File: src/rtl/frame_collision_detector.sv
// Frame-synchronous collision and border detector for the character, the arrow and N bubbles.
// Hits are collected in sticky flags during the frame, then published as one-cycle pulses after startOfFrame.
module frame_collision_detector #(
   parameter int N_BUBBLES = 4,
   parameter int COORD_W   = 11,
   parameter int FRAME_W   = 640,
   parameter int FRAME_H   = 480,
   parameter int IDX_W     = (N_BUBBLES > 1) ? $clog2(N_BUBBLES) : 1
) (
   input  logic                 clk,
   input  logic                 resetN,
   input  logic                 startOfFrame,
   input  logic [COORD_W-1:0]   pixelX,
   input  logic [COORD_W-1:0]   pixelY,
   input  logic                 charDrawingRequest,
   input  logic                 arrowDrawingRequest,
   input  logic [N_BUBBLES-1:0] bubbleDrawingRequest,
   output logic                 charCrashLeft,
   output logic                 charCrashRight,
   output logic                 arrowHitTop,
   output logic                 bubbleHitChar,
   output logic                 arrowHitBubble,
   output logic [IDX_W-1:0]     arrowHitIdx,
   output logic [N_BUBBLES-1:0] bubbleHitFloor,
   output logic [N_BUBBLES-1:0] bubbleHitWall
);

   typedef enum logic {ACCUM = 1'b0, PUBLISH = 1'b1} state_t;

   // ahb doubles as the "index valid" bit: idx is only ever loaded together with it.
   typedef struct packed {
      logic                 crash_l;
      logic                 crash_r;
      logic                 top;
      logic                 bhc;
      logic                 ahb;
      logic [IDX_W-1:0]     idx;
      logic [N_BUBBLES-1:0] floor;
      logic [N_BUBBLES-1:0] wall;
   } flags_t;

   state_t state_q, state_d;
   flags_t sticky_q, sticky_d;
   flags_t out_q, out_d;
   flags_t base;

   logic             at_left, at_right, at_top, at_floor;
   logic             any_bubble;
   logic             arrow_bubble;
   logic [IDX_W-1:0] first_idx;
   logic             found;

   always_comb begin
      at_left      = (pixelX == '0);
      at_right     = (pixelX == COORD_W'(FRAME_W - 1));
      at_top       = (pixelY == '0);
      at_floor     = (pixelY == COORD_W'(FRAME_H - 1));
      any_bubble   = |bubbleDrawingRequest;
      arrow_bubble = arrowDrawingRequest && any_bubble;

      // Lowest-index bubble wins when several overlap the arrow in one cycle.
      first_idx = '0;
      found     = 1'b0;
      for (int i = 0; i < N_BUBBLES; i++) begin
         if (bubbleDrawingRequest[i] && !found) begin
            first_idx = IDX_W'(i);
            found     = 1'b1;
         end
      end

      // In the startOfFrame cycle the sticky set restarts from zero, but that cycle's events still count.
      base = startOfFrame ? '0 : sticky_q;

      sticky_d         = base;
      sticky_d.crash_l = base.crash_l | (charDrawingRequest && at_left);
      sticky_d.crash_r = base.crash_r | (charDrawingRequest && at_right);
      sticky_d.top     = base.top     | (arrowDrawingRequest && at_top);
      sticky_d.bhc     = base.bhc     | (charDrawingRequest && any_bubble);
      sticky_d.ahb     = base.ahb     | arrow_bubble;
      if (arrow_bubble && !base.ahb) begin
         sticky_d.idx = first_idx;
      end
      sticky_d.floor = base.floor | (at_floor ? bubbleDrawingRequest : '0);
      sticky_d.wall  = base.wall  | ((at_left || at_right) ? bubbleDrawingRequest : '0);

      if (startOfFrame) begin
         out_d = sticky_q;
      end else if (state_q == PUBLISH) begin
         out_d = '0;
      end else begin
         out_d = out_q;
      end

      state_d = startOfFrame ? PUBLISH : ACCUM;
   end

   always_ff @(posedge clk or negedge resetN) begin
      if (!resetN) begin
         state_q  <= ACCUM;
         sticky_q <= '0;
         out_q    <= '0;
      end else begin
         state_q  <= state_d;
         sticky_q <= sticky_d;
         out_q    <= out_d;
      end
   end

   assign charCrashLeft  = out_q.crash_l;
   assign charCrashRight = out_q.crash_r;
   assign arrowHitTop    = out_q.top;
   assign bubbleHitChar  = out_q.bhc;
   assign arrowHitBubble = out_q.ahb;
   assign arrowHitIdx    = out_q.idx;
   assign bubbleHitFloor = out_q.floor;
   assign bubbleHitWall  = out_q.wall;

endmodule

File: config.mk
export PLATFORM = sky130hd
export DESIGN_NAME = frame_collision_detector
export DESIGN_NICKNAME = d
export VERILOG_FILES = /design/src/rtl/frame_collision_detector.sv
export SDC_FILE = /design/constraint.sdc
export NUM_CORES = 1
export LEC_CHECK = 0
export BUFFER_PORTS_ARGS = -buffer_cell sky130_fd_sc_hd__buf_2
export CAP_MARGIN = 30
export CORE_MARGIN = 5
export CORE_UTILIZATION = 51
export DETAILED_ROUTE_END_ITERATION = 16
export GPL_TIMING_DRIVEN = 0
export PLACE_DENSITY_LB_ADDON = 0.2
export SKIP_LAST_GASP = 1
export SLEW_MARGIN = 20
export SYNTH_ARGS = -nofsm -noshare
export SYNTH_HDL_FRONTEND = slang
export SYNTH_SLANG_ARGS = --single-unit
export TNS_END_PERCENT = 5
File: constraint.sdc
create_clock -name clk -period 1.99 [get_ports clk]
set_input_delay 0.199 -clock clk [delete_from_list [all_inputs] [get_ports clk]]
set_output_delay 0.199 -clock clk [all_outputs]
set_load 0.1 [all_outputs]
==> results by group, run 1 <==
Route
  – Average wire per standard cell: around 17 um
  – Final ANT Viol Nets: 0
  – DRC Markers: 0
  – Vias per inst: 5.67
  – Drt pass-1 iters: 4
  – Via count: around 1000
  – Total wire length: slightly below 3 mm
  – Drt initial violations: 12

Pwr
  – Psw: around 340 uW
  – Power Density: 830 nW/um2
  – Peak VDD IR: around 700 uV
  – Sequential share of power: 49.1%
  – Clock power frac: 39.1%
  – Leakage power: ~0.82 nW
  – Int Power: approximately 980 uW
  – Comb pwr share: between 10% and 20%
  – Switching Share: between 20% and 30%

STA
  – Ratio of final minimum period to clock period: roughly three quarters
  – Setup TNS: 0 ns
  – Final Setup Violations: 0
  – Fmax: roughly 650 MHz
  – Final Hold Violating Endpoints: 0
  – Post-route minimum period: around 1.5 ns
  – Rel. slew slack: 56.4%
  – Final slew viol count: 0
  – RSZ-0062 raised after global routing: no
  – Clock Skew: about 0.015 ns
  – Actual slew at the worst max-slew pin: about 0.65 ns

Floorplanning
  – Area of the core: about 2300 um2
  – DIE HEIGHT: just under 60 um
  – IO Pins: 46
  – DIE WIDTH: between 50 and 60 um
  – Die Area: approximately 3500 um2
  – Initial core utilization: between 50 and 60%
  – Site Rows: 17

Setup path
  – Critical path type: primary input to flip-flop
  – Slowest stage cell, crit path: dlygate4sd3_1
  – Worst Path Max Fanout: 10
  – Worst setup SP type: primary input
  – Critical path arrival: between 1.5 and 2 ns
  – CP delay by family, top: buffers and inverters
  – CP most frequent cell: buf_2
  – Critical path buffers and inverters: 5
  – WP data required: around 2.2 ns
  – Slowest stage delay, CP: roughly 0.53 ns
  – CP endpoint kind: flip-flop
  – CP cell instances: dlygate4sd3_1 > buf_2 > buf_2 > inv_2 > clkbuf_1 > nand2_1 > o32ai_1

Clocking
  – CTS clock-pin slew for the worst setup and hold paths: about 0.09 ns
  – TritonCTS clock tree: built
  – CTS Hold Buffers Added: 2
  – Clk_lat worst skew: between 0.3 and 0.4 ns
  – TritonCTS Buffers: 5
  – Clk root buf: clkbuf_4
  – CTS max path bufs: 2
  – H-tree Lvls: 2
  – Clock sinks: 31
  – Post-cts gate resize count: 0
  – Setup Fix Bufs, Post-CTS: 0

Final layout
  – Antenna diodes: 0
  – Layout cells sized above 1: approximately 40%
  – Finished Cell Area: 1600 um2
  – Commonest cells after routing, fill and taps aside: buf_2 (47), dfrtp_1 (31), a22o_1 (20)
  – # fillers: about 180
  – Most common cell after layout, fill and taps aside: buf_2
  – Area growth from synthesis to layout: 29.8%
  – Final #Nets: ~180

Job
  – Max-Cap Viols: 0

Worst hold path
  – HP Class: primary input to flip-flop

Synth
  – Syn_nets: ~130
  – Yosys warnings: 0
  – Cells after Synth: 96
  – Post-synthesis sequential area ratio: between 60 and 70%
  – Post-Syn Area: between 1000 and 1500 um2
  – #FFs+latches synth: 31
  – Avg Cell Area, Syn: ~13 um2
  – Distinct cells, synth: 25

Placed design
  – Port Buffers: between 40 and 50
  – Placed inst area: approximately 1500 um2
  – Gpl congestion: about 0.74
  – HPWL Detailed: about 2.1 mm

GRT
  – Total GRT Usage: 18.8%
  – Largest net degree at the start of global routing: 32
  – Global Route met2 Usage: about a third
  – Initial antenna violation count: 0
  – Global-route wire length before repair: 4.71 mm
  – Met1 usage: between 20% and 30%
  – Vias in the first global route: a little over 1000
  – Grt peak-use layer: met2
  – GRT overflow: 0
  – Met3 usage: slightly above 7%

Run status
  – Status: finished clean
power groups by stage:
stage	clock network, mW	registers (mW)	logic, mW
2_1_floorplan	0	0.709	0.0360
3_3_place_gp	0	0.662	0.149
3_5_place_dp	0	0.662	0.153
4_1_cts	0.521	0.650	0.158
5_1_grt	0.555	0.652	0.169
6_report	0.518	0.650	0.156
worst paths after layout:
check	from	end	slack [ns]	cells after the start
setup / recovery	startOfFrame	sticky_q[9]	0.46	7
setup reg to reg	state_q	bubbleHitChar	0.88	3
hold reg to reg	arrowHitIdx[0]	arrowHitIdx[0]	0.49	2
hold / removal	charDrawingRequest	sticky_q[11]	0.11	2
max in group asynchronous	resetN	bubbleHitChar	1.14	2
min in group asynchronous	resetN	sticky_q[0]	0.41	2
cell type report:
type / count / area [um2] / area share [%]
clock buffer: 6 / 51.3 / 3.22
multi-input combinational: 57 / 420 / 26.4
buffer: 4 / 17.5 / 1.10
timing repair buffer: 47 / 245 / 15.4
inverter: 4 / 15.0 / 0.941
sequential: 31 / 776 / 48.6
clock inverter: 2 / 35.0 / 2.20
tap: 28 / 35.0 / 2.20
Yosys cell counts:
cell type   n  area [um2]
nand4_1     4        25.0
a22o_1     20         175
o41ai_2     1        16.3
a21oi_1     1        5.00
o21ai_0     3        15.0
nor4b_1     1        8.76
nor3_1      1        5.00
inv_2       1        3.75
or2_1       1        6.26
buf_2       2        10.0
nor4_1      3        18.8
a211o_1     1        8.76
a32o_1      1        10.0
nor2_2      1        6.26
a22o_2      2        20.0
nand2_1     6        22.5
nor3_2      1        10.0
a21boi_2    1        11.3
inv_1       3        11.3
clkbuf_1    2        7.51
dfrtp_1    31         776
o2bb2ai_1   2        17.5
or3_1       1        6.26
nor2_1      4        15.0
o32ai_1     2        17.5
flip-flops by register name, summed over array words and instances, names as in the netlist:
| register | flops |
|---|---|
| bubbleHitChar | 1 |
| arrowHitBubble | 1 |
| bubbleHitFloor | 4 |
| arrowHitTop | 1 |
| charCrashRight | 1 |
| sticky_q | 15 |
| arrowHitIdx | 2 |
| state_q | 1 |
| bubbleHitWall | 4 |
| charCrashLeft | 1 |
metal layers:
metal | share of wire, % | vias to the layer above
met4 | 0.98 | 0
met3 | 6.3 | 6
met1 | 41 | 492
met5 | 0 | -
li1 | - | 482
met2 | 52 | 35
stage by stage:
stage	total power, mW	utilization [%]	setup slack [ns]	std cells	hold slack [ns]
detailed placement	0.816	66.0	0.653	169	0.267
floorplan	0.745	-	0.802	96	-0.0966
global placement	0.810	66.0	0.667	169	0.259
CTS	1.33	70.8	0.452	179	0.107
finish	1.32	70.8	0.458	179	0.113
global route	1.38	70.8	0.375	179	0.0990
cells by family (layout without fill, tap and decap cells):
family,count (synthesis),after routing,share of synthesized area (%)
compound gates,34,34,24.1
flops,31,31,63.1
simple gates,23,23,10.1
buf+inv,8,63,2.65
(Power assumes the default switching activity.)
==> run 2: changes to the inputs <==
--- a/config.mk
+++ b/config.mk
@@ -5,10 +5,11 @@
 export SDC_FILE = /design/constraint.sdc
 export NUM_CORES = 1
 export LEC_CHECK = 0
+export ABC_AREA = 1
 export BUFFER_PORTS_ARGS = -buffer_cell sky130_fd_sc_hd__buf_2
 export CAP_MARGIN = 30
 export CORE_MARGIN = 5
-export CORE_UTILIZATION = 51
+export CORE_UTILIZATION = 49
 export DETAILED_ROUTE_END_ITERATION = 16
 export GPL_TIMING_DRIVEN = 0
 export PLACE_DENSITY_LB_ADDON = 0.2
==> constraint.sdc (replaced) <==
create_clock -name clk -period 1.6 [get_ports clk]
set_input_delay 0.16 -clock clk [delete_from_list [all_inputs] [get_ports clk]]
set_output_delay 0.16 -clock clk [all_outputs]
set_load 0.1 [all_outputs]
==> run 2 against run 1 <==
  * Largest cell class unchanged
  * Design area rose by 9.4%
  * Die area rose by 16%
  * Largest power group unchanged
  * Via count rose by 21%
  * Highest routed layer unchanged
  * Count of clock-buffer cells in the layout rose by 1
  * Combinational power rose by 37%
  * Hold slack got worse by 0.060 ns
  * Cell count rose by 40%
  * Power rose by 8.8%
==> results by group, run 2 <==
Synth
  – Yosys warnings: 0 (unchanged)
  – Synth Area in Compound Gates: 13.5% (-11 points)
  – Simple-Gate Fraction of Synth Area: 21.1% (+11 points)
  – Post-synth top cells: nand2_1 (45), dfrtp_1 (31), inv_1 (30), nor2_1 (15), o21ai_0 (15)
  – Syn_nets: 196 (+54%)
  – Post-Synth XOR/XNOR Area: 0% (unchanged)
  – Adder-cell share of the synthesized area: 0% (unchanged)
  – Main combinational cell family by area after synthesis: simple AND/OR/NAND/NOR gates
  – Cells after Synth: 165 (+72%)
  – FFs w/ async S/R, synth: 100% (unchanged)
  – Mux share of post-synthesis cell area: 0% (unchanged)
  – Number of synthesized flops with an enable pin: 0 (unchanged)
  – Distinct cells, synth: 16 (-36%)
  – Avg Cell Area, Syn: 8.55 um2 (-33%)
  – Predominant post-synthesis flop cell: dfrtp_1
  – #FFs+latches synth: 31 (unchanged)
  – Count leader, synth: nand2_1
  – Main area contributors after synthesis: dfrtp_1 (55%), nand2_1 (12%), inv_1 (8.0%), o21ai_0 (5.3%), nor2_1 (4.0%)
  – Post-synthesis sequential area ratio: 55.0% (-8.2 points)
  – Yosys top cell by area: dfrtp_1
  – Post-Syn Area: 1410 um2 (+15%)
  – Synth top area share: 55.0% (-8.2 points)

Final layout
  – Final #Nets: 250 (+38%)
  – Antenna diodes: 0 (unchanged)
  – Reg with most FFs: sticky_q
  – Non-Filler Instances: 251 (+40%)
  – Max FFs per register: 15 (unchanged)
  – Area growth from synthesis to layout: 23.7%
  – Commonest cells after routing, fill and taps aside: buf_2 (46), nand2_1 (45), dfrtp_1 (31)
  – Finished Cell Area: 1750 um2 (+9.4%)
  – Layout cells sized above 1: 30.0% (-11 points)
  – Most common cell after layout, fill and taps aside: buf_2

Clocking
  – TritonCTS clock tree: built
  – H-tree Lvls: 2 (unchanged)
  – Post-cts gate resize count: 0 (unchanged)
  – TritonCTS Buffers: 5 (unchanged)
  – Clk root buf: clkbuf_4
  – Setup Fix Bufs, Post-CTS: 0 (unchanged)
  – Clock sinks: 31 (unchanged)
  – CTS clock-pin slew for the worst setup and hold paths: 0.09 ns (about the same)
  – Clk_lat worst skew: 0.33 ns (about the same)
  – CTS Hold Buffers Added: 2 (unchanged)
  – CTS max path bufs: 2 (unchanged)

STA
  – Final Hold Violating Endpoints: 0 (unchanged)
  – Actual slew at the worst max-slew pin: 0.673 ns (+0.0201 ns)
  – Setup TNS: 0 ns (unchanged)
  – Rel. slew slack: 55.1% (-1.3 points)
  – Final Setup Violations: 0 (unchanged)
  – Ratio of final minimum period to clock period: roughly 80%
  – Clock Skew: 0.00851 ns (-0.00677 ns)
  – Post-route minimum period: 1.28 ns
  – RSZ-0062 raised after global routing: no
  – Fmax: around 780 MHz
  – Final slew viol count: 0 (unchanged)
  – Final setup margin: 0.320 ns (-0.138 ns)

Pwr
  – Power Density: 826 nW/um2 (-0.55%)
  – Int Power: 1.04 mW (+5.2%)
  – Switching Share: 28.1% (+2.5 points)
  – Leakage power: 0.935 nW (+14%)
  – Peak VDD IR: 648 uV (-9.0%)
  – Total chip power: 1.44 mW (+8.8%)
  – Comb pwr share: 14.8% (+3.0 points)
  – Clock power frac: 29.2% (-9.9 points)
  – Psw: 405 uW (+19%)
  – Sequential share of power: 56.0% (+6.9 points)

Setup path
  – FF-to-FF path depth: 3 (unchanged)
  – Critical path arrival: 1.12 ns (-0.64 ns)
  – CP endpoint kind: output pin
  – Crit Reg-Reg Endpoint: bubbleHitFloor[1]
  – Flop-to-flop setup slack: 0.61 ns (-0.27 ns)
  – Critical path buffers and inverters: 1 (-4)
  – CP cell instances: buf_2
  – Critical path type: flip-flop to output pin
  – CP delay by family, top: buffers and inverters
  – Worst Path Max Fanout: 2 (-8)
  – Slowest stage cell, crit path: buf_2
  – Slowest stage delay, CP: 0.43 ns (-0.10 ns)
  – Launch point of the worst reg-to-reg path: state_q
  – Worst setup SP type: flip-flop
  – WP data required: 1.44 ns (-0.78 ns)

Job
  – Max-Cap Viols: 0 (unchanged)

Worst hold path
  – HP Class: primary input to flip-flop
  – Hold Path Sink: sticky_q[0]
  – Hold-critical path depth: 3 (+1)
  – Hold_sp: bubbleDrawingRequest[0]

Floorplanning
  – Area of the core: 2760 um2 (+22%)
  – Site Rows: 19 (+2)
  – DIE HEIGHT: 63.7 um (+7.8%)
  – IO Pins: 46 (unchanged)
  – Die Area: 4050 um2 (+16%)
  – DIE WIDTH: 63.7 um (+7.8%)
  – Initial core utilization: 51.2% (-3.3 points)

GRT
  – Largest net degree at the start of global routing: 32 (unchanged)
  – Initial antenna violation count: 0 (unchanged)
  – Total GRT Usage: 17.0% (-1.8 points)
  – GRT overflow: 0 (unchanged)
  – Global-route wire length before repair: 5.36 mm (+14%)
  – Vias in the first global route: 1224 (+21%)

Route
  – Drt initial violations: 71 (+59)
  – Drt pass-1 iters: 4 (unchanged)
  – Final ANT Viol Nets: 0 (unchanged)
  – Average wire per standard cell: 12.2 um (-26%)
  – Total wire length: 3.06 mm (+3.6%)
  – Vias per inst: 4.91 (-13%)
  – Via count: 1232 (+21%)
  – DRC Markers: 0 (unchanged)

Placed design
  – Placed inst area: 1680 um2 (+13%)
  – Gpl congestion: 0.842 (+14%)
  – Post-place setup slack: 0.571 ns (-0.0821 ns)
  – HPWL Detailed: 2.26 mm (+7.3%)
  – Placed instance count: 241 (+43%)
  – Port Buffers: 45 (unchanged)

Run status
  – Status: finished clean
[run 2: cell types whose count changed after synthesis, sizes merged, moves of 4 or more]
| cell | before | now |
|---|---|---|
| a22o | 22 | 0 |
| inv | 4 | 30 |
| nand2 | 6 | 45 |
| nand3 | 0 | 7 |
| nand4 | 4 | 0 |
| nor2 | 5 | 15 |
| o21ai | 3 | 21 |
| o22ai | 0 | 6 |
[run 2: cell type report]
| cell class | instances | area, um2 |
|---|---|---|
| buffer | 4 | 35.0 |
| clock buffer | 7 | 45.0 |
| clock inverter | 1 | 5.00 |
| fill | 254 | 1010 |
| inverter | 30 | 113 |
| multi-input combinational | 100 | 488 |
| sequential | 31 | 776 |
| tap | 31 | 38.8 |
| timing repair buffer | 47 | 245 |
[run 2: through the flow]
stage | util, % | hold WS (ns)
after floorplan | - | -0.136
after global placement | 60.8 | 0.224
after detailed placement | 60.8 | 0.235
after CTS | 63.3 | 0.0434
after global routing | 63.3 | 0.0473
final | 63.3 | 0.0527
[run 2: worst max-delay path by stage]
| stage | start | endpoint | slack (ns) | depth (start not counted) |
|---|---|---|---|---|
| after detailed placement | startOfFrame | arrowHitBubble | 0.57 | 5 |
| after CTS | bubbleHitChar | bubbleHitChar | 0.30 | 1 |
| after global placement | startOfFrame | arrowHitBubble | 0.59 | 5 |
| after global routing | bubbleHitChar | bubbleHitChar | 0.25 | 1 |
| after floorplan | arrowHitBubble | arrowHitBubble | 0.36 | 2 |
| final | bubbleHitChar | bubbleHitChar | 0.32 | 1 |
[run 2: kinds of logic after synthesis]
| family | after synthesis |
|---|---|
| AOI/OAI and AO/OA | 27 |
| and+or+nand+nor | 73 |
| buffers and inverters | 34 |
| DFF | 31 |
[run 2: metal layers]
metal	vias up	wire, um	track usage [%]
met5	-	0	0
met4	0	39	5.97
met1	571	1280	20.9
met2	40	1530	27.0
met3	4	209	6.57
li1	617	-	-
[run 2: power groups by stage]
stage          registers, mW  logic [mW]  clock network, mW
6_report               0.807       0.214              0.421
5_1_grt                0.810       0.235              0.485
4_1_cts                0.807       0.215              0.441
3_5_place_dp           0.822       0.211                  0
3_3_place_gp           0.821       0.205                  0
2_1_floorplan          0.878      0.0686                  0
